### src/rtl/channel_noise_adder.sv
// Rx channel noise adder: buffers uniform RNG words, turns each into an approximate
// Gaussian sample (sum of four 16-bit fields, scaled by sigma) and adds it to a symbol.
// Optional NOISE_STATS_EN adds a sticky 16-bit saturation counter port (sat_count).
module channel_noise_adder #(
  parameter int SYM_W       = 8,
  parameter int SIGMA_W     = 8,
  parameter int OUT_W       = 10,
  parameter int RFIFO_DEPTH = 4
) (
  input  logic                clk,
  input  logic                rst,
  input  logic [63:0]         rand_in,
  input  logic                rand_in_valid,
  output logic                urng_en,
  input  logic [SIGMA_W-1:0]  sigma,
  input  logic [SYM_W-1:0]    sym_in,
  input  logic                sym_in_valid,
  output logic                sym_in_ready,
  output logic [OUT_W-1:0]    sym_out,
  output logic                sym_out_valid,
  input  logic                sym_out_ready,
  output logic                rand_drop
`ifdef NOISE_STATS_EN
  ,
  output logic [15:0]         sat_count
`endif
);

  localparam int PTR_W = $clog2(RFIFO_DEPTH);
  localparam int CNT_W = PTR_W + 1;
  localparam int G_W   = 19;
  localparam int P_W   = G_W + SIGMA_W + 1;
  localparam int N_W   = P_W - 16;
  localparam int T_W   = ((SYM_W > N_W) ? SYM_W : N_W) + 1;
  localparam int OMAX  = (2 ** (OUT_W - 1)) - 1;
  localparam int OMIN  = -(2 ** (OUT_W - 1));

  // Random-word FIFO
  logic [63:0]      fifo_mem [RFIFO_DEPTH];
  logic [PTR_W-1:0] wr_ptr;
  logic [PTR_W-1:0] rd_ptr;
  logic [CNT_W-1:0] count;
  logic             fifo_full;
  logic             push;

  // Pipeline registers
  logic                    s1_valid;
  logic signed [G_W-1:0]   s1_g;
  logic signed [SYM_W-1:0] s1_sym;
  logic                    s2_valid;
  logic signed [N_W-1:0]   s2_n;
  logic signed [SYM_W-1:0] s2_sym;

  logic                    adv;
  logic                    accept;
  logic [63:0]             head;
  logic [17:0]             s_sum;
  logic signed [G_W-1:0]   g_val;
  logic signed [P_W-1:0]   p_val;
  logic signed [N_W-1:0]   n_val;
  logic signed [T_W-1:0]   t_val;
  logic signed [31:0]      t_ext;
  logic                    sat_hi;
  logic                    sat_lo;
  logic [OUT_W-1:0]        sat_val;

  // Handshakes: a transfer happens on a rising edge where valid && ready are both high;
  // a producer holding valid must not expect ready to be held, and the output side keeps
  // sym_out/sym_out_valid stable while sym_out_valid && !sym_out_ready.
  assign fifo_full    = (count == CNT_W'(RFIFO_DEPTH));
  assign push         = rand_in_valid && !fifo_full;
  assign adv          = !sym_out_valid || sym_out_ready;
  assign sym_in_ready = !rst && adv && (count != '0);
  assign accept       = sym_in_valid && sym_in_ready;
  assign head         = fifo_mem[rd_ptr];

  // S1: central-limit sum, re-centred around zero
  assign s_sum = 18'(head[15:0]) + 18'(head[31:16]) + 18'(head[47:32]) + 18'(head[63:48]);
  assign g_val = $signed({1'b0, s_sum}) - 19'sd131072;

  // S2: scale by sigma, keep the integer part with floor rounding
  assign p_val = $signed(P_W'(s1_g)) * $signed(P_W'({1'b0, sigma}));
  assign n_val = N_W'(p_val >>> 16);

  // S3: add and saturate to the output range
  assign t_val   = $signed(T_W'(s2_sym)) + $signed(T_W'(s2_n));
  assign t_ext   = 32'(t_val);
  assign sat_hi  = (t_ext > OMAX);
  assign sat_lo  = (t_ext < OMIN);
  assign sat_val = sat_hi ? OUT_W'(OMAX) : (sat_lo ? OUT_W'(OMIN) : OUT_W'(t_ext));

  always_ff @(posedge clk) begin
    if (push && !rst) fifo_mem[wr_ptr] <= rand_in;
  end

  always_ff @(posedge clk) begin
    if (rst) begin
      wr_ptr        <= '0;
      rd_ptr        <= '0;
      count         <= '0;
      urng_en       <= 1'b0;
      rand_drop     <= 1'b0;
      s1_valid      <= 1'b0;
      s1_g          <= '0;
      s1_sym        <= '0;
      s2_valid      <= 1'b0;
      s2_n          <= '0;
      s2_sym        <= '0;
      sym_out_valid <= 1'b0;
      sym_out       <= '0;
    end else begin
      if (push)   wr_ptr <= wr_ptr + PTR_W'(1);
      if (accept) rd_ptr <= rd_ptr + PTR_W'(1);
      case ({push, accept})
        2'b10:   count <= count + CNT_W'(1);
        2'b01:   count <= count - CNT_W'(1);
        default: count <= count;
      endcase
      // Two entries of slack cover the generator's response latency to urng_en
      urng_en   <= (count <= CNT_W'(RFIFO_DEPTH - 2));
      rand_drop <= rand_in_valid && fifo_full;

      if (adv) begin
        s1_valid <= accept;
        if (accept) begin
          s1_g   <= g_val;
          s1_sym <= $signed(sym_in);
        end
        s2_valid <= s1_valid;
        if (s1_valid) begin
          s2_n   <= n_val;
          s2_sym <= s1_sym;
        end
        sym_out_valid <= s2_valid;
        if (s2_valid) sym_out <= sat_val;
      end
    end
  end

`ifdef NOISE_STATS_EN
  always_ff @(posedge clk) begin
    if (rst) begin
      sat_count <= '0;
    end else if (adv && s2_valid && (sat_hi || sat_lo) && (sat_count != 16'hFFFF)) begin
      sat_count <= sat_count + 16'd1;
    end
  end
`endif

endmodule

### config.mk
export PLATFORM = sky130hd
export DESIGN_NAME = channel_noise_adder
export DESIGN_NICKNAME = d
export VERILOG_FILES = /design/src/rtl/channel_noise_adder.sv
export SDC_FILE = /design/constraint.sdc
export NUM_CORES = 1
export LEC_CHECK = 0
export CORE_MARGIN = 4
export CORE_UTILIZATION = 61
export CTS_CLUSTER_SIZE = 10
export DETAILED_ROUTE_END_ITERATION = 10
export PLACE_DENSITY = 0.81
export REMOVE_ABC_BUFFERS = 1
export SYNTH_ARGS = -nofsm -noshare
export SYNTH_HDL_FRONTEND = slang
export SYNTH_SLANG_ARGS = --single-unit
### constraint.sdc
create_clock -name clk -period 8.2 [get_ports clk]
set_input_delay 2.46 -clock clk [delete_from_list [all_inputs] [get_ports clk]]
set_output_delay 2.46 -clock clk [all_outputs]
set_load 0.02 [all_outputs]
==> flow_summary.ini, run 1 <==
[synth]
synth_commonest_cells = edfxtp_1 (256), inv_1 (213), fa_1 (153), nand2_1 (144), ha_1 (86)
yosysMostFrequentCell = edfxtp_1
avgSynthCellArea_um2 = 13.01
synth_edf_count = 256
synth-async-reset-ratio = 0
synthDistinctLibCells = 67
syn-cell-area_um2 = 18930
synthCells = 1455
seq_area_frac_synth = 0.4812
synth_top_area_frac = 0.4061
synth_area_leaders = edfxtp_1 (41%), fa_1 (16%), mux4_2 (7.6%)
synth-main-ff-cell = edfxtp_1
ys_ff_latch = 327
ys_warn_count = 0
yosys.area.top_type = edfxtp_1

[timing]
finalSetupTns_ps = 0
fin_crit_sh = 0.8755
setup_violations = 0
clock_skew_ps = 18.77
worst_slew_pin_slew_ps = 1007
hold_viol_final = 0
min_period_ps = 7179
fmax_mhz = 139.3
rsz0062_at_grt = false
slew_violations = 0
slew_headroom = 0.3285

[grt]
grt_pass1_wl_mm = 63.14
grt_use_met3 = 0.04085
grt_pass1_vias = 12350
grtUsageTotal = 0.2361
grt_use_met1 = 0.2959
grt_max_degree = 66
grtUsageMet2 = 0.4228
antenna_found_initial = 1
grt-ovfl-total = 0
busiest_layer = met2

[flow_run]
cap_violations = 0

[floorplanning]
die_w_um = 184.2
row_count = 64
ios = 99
start_util = 0.6188
chipHeight_um = 184.2
die_area_um2 = 33910
core_um2 = 30590

[min_path]
min_path_type = flip-flop to flip-flop

[outcome]
status = completed

[place]
portBuffers = 98
dp_hpwl_mm = 26.43
dpl-instance-area_um2 = 20290
place_congestion = 0.9255

[clock_network]
hold_buffers = 0
clk_pin_slew_ps = 50
cts_resized = 0
htreeDepth = 2
post-cts-setup-buffers = 0
cts_buffers = 39
clockBufferDepth = 3
clk_latency_ps = 520
cts_tree = built
root_buffer = clkbuf_16
cts.sinks = 327

[critical_path]
critPathLaunchType = primary input
cp.required_ps = 8640
path_class = primary input to flip-flop
cp_slowest_cell = clkdlybuf4s50_1
max_stage_delay_ps = 940
cp-end-kind = flip-flop
crit_arrival_ps = 7620
crit_top_cell = fa_1
cp_max_fo = 18
critPathTopFamily = adder cells
worst-path-buf-inv = 4
crit_chain = clkdlybuf4s50_1 > nand2_1 > fa_1 > inv_1 > fa_1 > fa_1 > inv_1 > fa_1 > inv_1 > ha_1 > a211oi_1 > o21a_1 > o211ai_1 > o21a_1 > a41oi_1 > xnor2_1 > nand2_1 > a21oi_1

[power]
pwr_density_cell_nw_per_um2 = 261.6
p_leak_nw = 8.504
peakVddDrop_mv = 0.2203

[drt]
drt_pre_antenna_iters = 5
ant_nets = 0
via_per_inst = 5.785
wl_mm = 38.49
wl_per_cell_um = 19.64
drc = 0
vias = 11340
first_iter_violations = 852

[finish]
area_growth_syn_to_layout_pct = 12.88
stdcell_area_um2 = 21370
utilization = 0.6985
drive_gt1_frac = 0.09271
diodes = 0
final_nets = 1877
n_fill_cell = 2012
[per-stage QoR]
step                      total power [W]  worst slack (ps)  hold WS (ps)  cells
after global routing             0.005999             705.9         467.6   1960
final                            0.005590              1021         448.5   1960
after detailed placement         0.004111             508.5         443.5   1908
after global placement           0.004020             680.4         439.2   1908
after CTS                        0.005622              1012         449.6   1960
after floorplan                  0.003572              1810         426.0   1402
[area by class of cell]
type	instances	area, µm²	area share
well taps	396	495.5	0.02319
repair buffers	110	1066	0.04989
clock inverters	4	37.54	0.001757
clock buffers	48	1041	0.04872
multi-input cells	861	8810	0.4123
flip-flops and latches	327	9114	0.4265
inverters	214	803.3	0.03759
[worst min-delay path: stages, from the launching register on]
cell and delay (ps):
dfxtp_1 310, nand2_1 50, a21oi_1 50
[layer usage]
metal  share of wire  vias up
met5               0        -
met1            0.39     5695
met2            0.52      363
met3           0.057       86
met4           0.027        0
li1                -     5195
[worst paths after layout]
kind / start / end / slack, ps / cells past startpoint
max: sigma[0] / s2_n[7]$_SDFFE_PP0P_ / 1020 / 18
min: s1_sym[6]$_SDFFE_PP0P_ / s2_sym[6]$_SDFFE_PP0P_ / 450 / 2
max reg2reg: flip-flop / s1_g[13]$_SDFFE_PP0P_ / 3090 / 15
min reg2reg: s1_sym[6]$_SDFFE_PP0P_ / s2_sym[6]$_SDFFE_PP0P_ / 450 / 2
[logic make-up (layout without fill, tap and decap cells)]
logic type | count (synthesis) | after routing | share of synthesized area
xor+xnor | 39 | 39 | 0.01804
simple gates | 345 | 345 | 0.08923
mux | 66 | 66 | 0.07720
buf+inv | 267 | 376 | 0.05367
compound gates | 172 | 172 | 0.06200
flops | 327 | 327 | 0.4812
fa+ha+maj | 239 | 239 | 0.2187
[registers in the layout (all words and copies together), names as in the netlist, named ones only]
signal         count
rand_drop          1
s1_g              19
sym_out           10
s1_sym             8
fifo_mem         256
rd_ptr             2
sym_out_valid      1
s2_valid           1
s2_sym             8
count              3
s1_valid           1
wr_ptr             2
urng_en            1
s2_n              12
[report_power, final]
part	internal, W	total (W)	switching, W
logic	0.000929	0.00211	0.00118
clock network	0.000884	0.00149	0.000608
registers	0.00188	0.00199	0.000107
[cells in the final DEF, fill, tap and decap left out, drive strengths merged, types with 5 or more instances in the layout]
master	instances
nor2b	5
clkdlybuf4s50	97
o21ai	23
and3	5
clkbuf	48
o31ai	5
a21o	14
a211oi	15
xor2	12
buf	13
mux4	64
xnor2	27
nand3	14
nor3	6
fa	153
nor2	49
ha	86
edfxtp	256
nand2	144
and2	85
a221o	8
o211ai	6
a21oi	68
nand3b	6
dfxtp	71
nand2b	8
inv	215
o21a	8
Power figures use the tool's default switching activity.
==> run 2: changes to the inputs <==
- CORE_ASPECT_RATIO: not set -> 1.1
- CORE_UTILIZATION: 61 -> 65
- DONT_BUFFER_PORTS: not set -> 1
- clock period: 8.2 -> 8 ns (I/O delays scaled with it)
==> flow_summary.ini, run 2 (synthesized netlist as in run 1, its figures left out) <==
[clock_network]
clk_latency_ps = 530
hold_buffers = 0
htreeDepth = 2
post-cts-setup-buffers = 0
clockBufferDepth = 3
cts.sinks = 327
cts_buffers = 39
clk_pin_slew_ps = 60
root_buffer = clkbuf_16
cts_resized = 0
cts_tree = built

[outcome]
status = completed

[place]
place_congestion = 0.8556
dp_hpwl_mm = 24.56
portBuffers = 0
dp_cells = 1780

[power]
peakVddDrop_mv = 0.2003
seqPwrFrac = 0.357
p_sw_frac = 0.3433
p_leak_nw = 8.124
clkPwrFrac = 0.274
comb_power_share = 0.370
p_switching_w = 0.001957
pwr_density_cell_nw_per_um2 = 279.8
p_int_w = 0.003744

[drt]
drt_pre_antenna_iters = 5
vias = 10930
ant_nets = 0
first_iter_violations = 672
wl_mm = 37.65
wl_per_cell_um = 20.46
drc = 0
via_per_inst = 5.939

[grt]
antenna_found_initial = 0
grt-ovfl-total = 0
grt_pass1_wl_mm = 62.45
grt_max_degree = 67
grt_pass1_vias = 11940
grtUsageTotal = 0.2474

[floorplanning]
die_area_um2 = 31920
ios = 99
row_count = 65
core_um2 = 28710
chipHeight_um = 187.0
die_w_um = 170.7
start_util = 0.6594

[timing]
finalSetupTns_ps = 0
fmax_mhz = 164.5
slew_headroom = 0.3442
fin_crit_sh = 0.7598
setup_violations = 0
worst_slew_pin_slew_ps = 983.7
clock_skew_ps = 29.35
slew_violations = 0
rsz0062_at_grt = false
hold_viol_final = 0
min_period_ps = 6078

[critical_path]
max_stage_delay_ps = 750
crit_chain = and2_1 > fa_1 > inv_1 > fa_1 > inv_1 > fa_1 > inv_1 > fa_1 > inv_1 > ha_1 > nand4_1 > a21oi_1 > o21ai_1 > a311o_1 > o31ai_1 > o21ai_0 > a21oi_1
crit_arrival_ps = 6540
cp_max_fo = 19
critPathLaunchType = primary input
cp_slowest_cell = fa_1
path_class = primary input to flip-flop
critPathTopFamily = adder cells
cp.required_ps = 8460
worst-path-buf-inv = 4
cp-end-kind = flip-flop

[finish]
regMostFlops = fifo_mem
instances_no_fill = 1840
layout_commonest_cell = edfxtp_1
final_nets = 1777
top_regs = fifo_mem: 256 flops, s1_g: 19 flops, s2_n: 12 flops
final_cell_mix = edfxtp_1 (256), inv_1 (213), fa_1 (153), nand2_1 (144), ha_1 (86)
largest_reg_flops = 256
diodes = 0
area_growth_syn_to_layout_pct = 7.641
drive_gt1_frac = 0.09579
n_fill_cell = 1856

[flow_run]
cap_violations = 0

[min_path]
min_path_type = flip-flop to flip-flop
run 2: changes by cell type in the layout (fill, tap and decap cells not counted), sizes merged:
| cell | before | now |
|---|---|---|
| clkdlybuf4s50 | 97 | 0 |
| clkbuf | 48 | 55 |
| buf | 13 | 10 |
| clkinv | 2 | 4 |
| inv | 215 | 214 |
run 2: power groups by stage:
stage	sequential [W]	clock (W)	combinational, W
6_report	0.00203	0.00156	0.00211
5_1_grt	0.00205	0.00167	0.00239
4_1_cts	0.00203	0.00159	0.00211
3_5_place_dp	0.00207	0	0.00206
3_3_place_gp	0.00206	0	0.00199
2_1_floorplan	0.00203	0	0.00163
run 2: layer usage:
metal / share of wire / up-vias / global-route usage / wire, µm
li1: - / 4981 / - / -
met1: 0.37 / 5502 / 0.3073 / 14120
met2: 0.53 / 361 / 0.4353 / 19920
met3: 0.066 / 84 / 0.05390 / 2493
met4: 0.030 / 0 / 0.07496 / 1122
met5: 0 / - / 0 / 0
run 2: cell type report:
| type | count | area [µm²] | share of cell area |
|---|---|---|---|
| flip-flops and latches | 327 | 9114 | 0.4473 |
| multi-input cells | 861 | 8810 | 0.4324 |
| clock buffers | 55 | 1036 | 0.05084 |
| inverters | 214 | 803.3 | 0.03942 |
| well taps | 368 | 460.4 | 0.02260 |
| clock inverters | 5 | 77.57 | 0.003807 |
| repair buffers | 10 | 75.07 | 0.003684 |
run 2: worst paths after layout:
kind                          start                     end  slack (ps)  depth (start not counted)
min reg2reg  s1_sym[7]$_SDFFE_PP0P_  s2_sym[7]$_SDFFE_PP0P_         450                          2
max reg2reg               flip-flop   s1_g[15]$_SDFFE_PP0P_        2690                         15
min          s1_sym[7]$_SDFFE_PP0P_  s2_sym[7]$_SDFFE_PP0P_         450                          2
max                        sigma[2]   s2_n[11]$_SDFFE_PP0P_        1920                         17
run 2: worst min-delay path, cell delays in order, from the launching register on:
cell and delay, ps:
dfxtp_1 310, nand2_1 50, a21oi_1 50
run 2: metrics by stage:
step,util,total power [W],hold WS (ps),setup slack (ps),instance area [µm²]
final,0.7097,0.005701,451.5,1922,20380
after CTS,0.7097,0.005734,449.4,1965,20380
after floorplan,-,0.003662,426.0,1670,18720
after global placement,0.6710,0.004051,435.5,1519,19260
after detailed placement,0.6710,0.004130,444.0,1417,19260
after global routing,0.7097,0.006106,465.3,1608,20380
==> run 3: changes to the inputs <==
- clock period: 8 -> 6.1 ns (I/O delays scaled with it)
==> flow_summary.ini, run 3 (synthesized netlist as in run 1, its figures left out) <==
[min_path]
min_to = s2_sym[6]$_SDFFE_PP0P_
min_path_type = flip-flop to flip-flop
hp-start = s1_sym[6]$_SDFFE_PP0P_
min_path_cells = 2

[floorplanning]
start_util = 0.6594
row_count = 65
ios = 99
die_w_um = 170.7
core_um2 = 28710
die_area_um2 = 31920
chipHeight_um = 187.0

[critical_path]
critPathLaunchType = primary input
reg2reg_slack_ps = 1150
crit_arrival_ps = 5910
cp.required_ps = 6540
rr_worst_depth = 15
cp-end-kind = flip-flop
r2r_end = s1_g[15]$_SDFFE_PP0P_
path_class = primary input to flip-flop
cp_max_fo = 18

[timing]
slew_violations = 0
setup_violations = 0
min_period_ps = 5475
worst_slew_pin_slew_ps = 863.6
hold_viol_final = 0
fmax_mhz = 182.6
rsz0062_at_grt = false
clock_skew_ps = 29.15
fin_crit_sh = 0.8976
slew_headroom = 0.4242
hold_ws_ps = 451.4
setup_slack_ps = 624.9

[grt]
antenna_found_initial = 0
grtUsageTotal = 0.2528
grt_max_degree = 67
grt-ovfl-total = 0
grt_pass1_wl_mm = 63.42
grt_pass1_vias = 11960

[finish]
final_cell_mix = edfxtp_1 (256), inv_1 (213), fa_1 (153), nand2_1 (144), ha_1 (86)
largest_reg_flops = 256
diodes = 0
drive_gt1_frac = 0.09763
top_regs = fifo_mem: 256 flops, s1_g: 19 flops, s2_n: 12 flops
regMostFlops = fifo_mem
layout_commonest_cell = edfxtp_1
final_nets = 1780
area_growth_syn_to_layout_pct = 7.945

[clock_network]
clockBufferDepth = 3
clk_pin_slew_ps = 60
cts_buffers = 39
cts_tree = built
cts_resized = 0
clk_latency_ps = 540
htreeDepth = 2
post-cts-setup-buffers = 0
cts.sinks = 327
root_buffer = clkbuf_16
hold_buffers = 0

[power]
p_total_w = 0.007536
pwr_density_cell_nw_per_um2 = 368.8
peakVddDrop_mv = 0.3559
p_leak_nw = 8.156

[drt]
wl_per_cell_um = 20.98
first_iter_violations = 870
vias = 11030
via_per_inst = 5.987
wl_mm = 38.66
drt_pre_antenna_iters = 5
drc = 0
ant_nets = 0

[flow_run]
cap_violations = 0

[place]
place_ws_ps = 118.4
dp_hpwl_mm = 25.68
place_congestion = 0.8761
portBuffers = 0

[outcome]
status = completed
## run 3: cell types whose count changed in the layout (fill, tap and decap cells not counted), sizes merged
cell | before | now
clkinv | 4 | 5
bufinv | 0 | 1
clkbuf | 55 | 54
buf | 10 | 13
clkinvlp | 1 | 0
## run 3: how the worst max path moves through the flow
stage | slack [ps] | from | to | depth (start not counted)
6_report | 620 | sigma[0] | s2_n[9]$_SDFFE_PP0P_ | 17
5_1_grt | 390 | sigma[0] | s2_n[11]$_SDFFE_PP0P_ | 17
4_1_cts | 660 | sigma[0] | s2_n[11]$_SDFFE_PP0P_ | 17
3_5_place_dp | 120 | sigma[0] | s2_n[9]$_SDFFE_PP0P_ | 17
3_3_place_gp | 240 | sigma[3] | s2_n[10]$_SDFFE_PP0P_ | 18
2_1_floorplan | -170 | flip-flop | s1_g[14]$_SDFFE_PP0P_ | 12
## run 3: cell type report
| type | instances | area [µm²] |
|---|---|---|
| flip-flops and latches | 327 | 9114 |
| well taps | 368 | 460.4 |
| multi-input cells | 861 | 8810 |
| clock buffers | 54 | 1032 |
| fillers | 1856 | 8275 |
| repair buffers | 13 | 110.1 |
| clock inverters | 6 | 103.9 |
| inverters | 214 | 803.3 |
## run 3: critical path, stage by stage
cell and delay, ps:
nand2_1 60, fa_1 540, inv_1 60, fa_1 500, fa_1 550, inv_1 50
fa_1 480, inv_1 40, ha_1 310, nand3_1 100, a211oi_1 220, o211a_1 310
o21ai_1 150, nand2_1 110, nand2_1 80, or3_1 320, a31oi_1 180
## run 3: per-stage QoR
step	instances	setup TNS [ps]	cell area [µm²]	utilization
floorplan	1402	-826.1	18720	-
global placement	1783	0	19300	0.6722
detailed placement	1783	0	19300	0.6722
CTS	1843	0	20430	0.7117
global route	1843	0	20430	0.7117
finish	1843	0	20430	0.7117
## run 3: layer usage
| metal | global-route usage | wire length [µm] | vias to the layer above |
|---|---|---|---|
| li1 | - | - | 4987 |
| met1 | 0.3168 | 14570 | 5552 |
| met2 | 0.4361 | 20110 | 399 |
| met3 | 0.05982 | 2663 | 96 |
| met4 | 0.08172 | 1316 | 0 |
| met5 | 0 | 0 | - |
## run 3: report_power, final
part           leakage [nW]  internal [W]  switching, W
Sequential             2.90       0.00253      0.000145
Clock                 0.545       0.00122      0.000853
Combinational          4.71       0.00121       0.00158
Total                  8.16       0.00496       0.00258
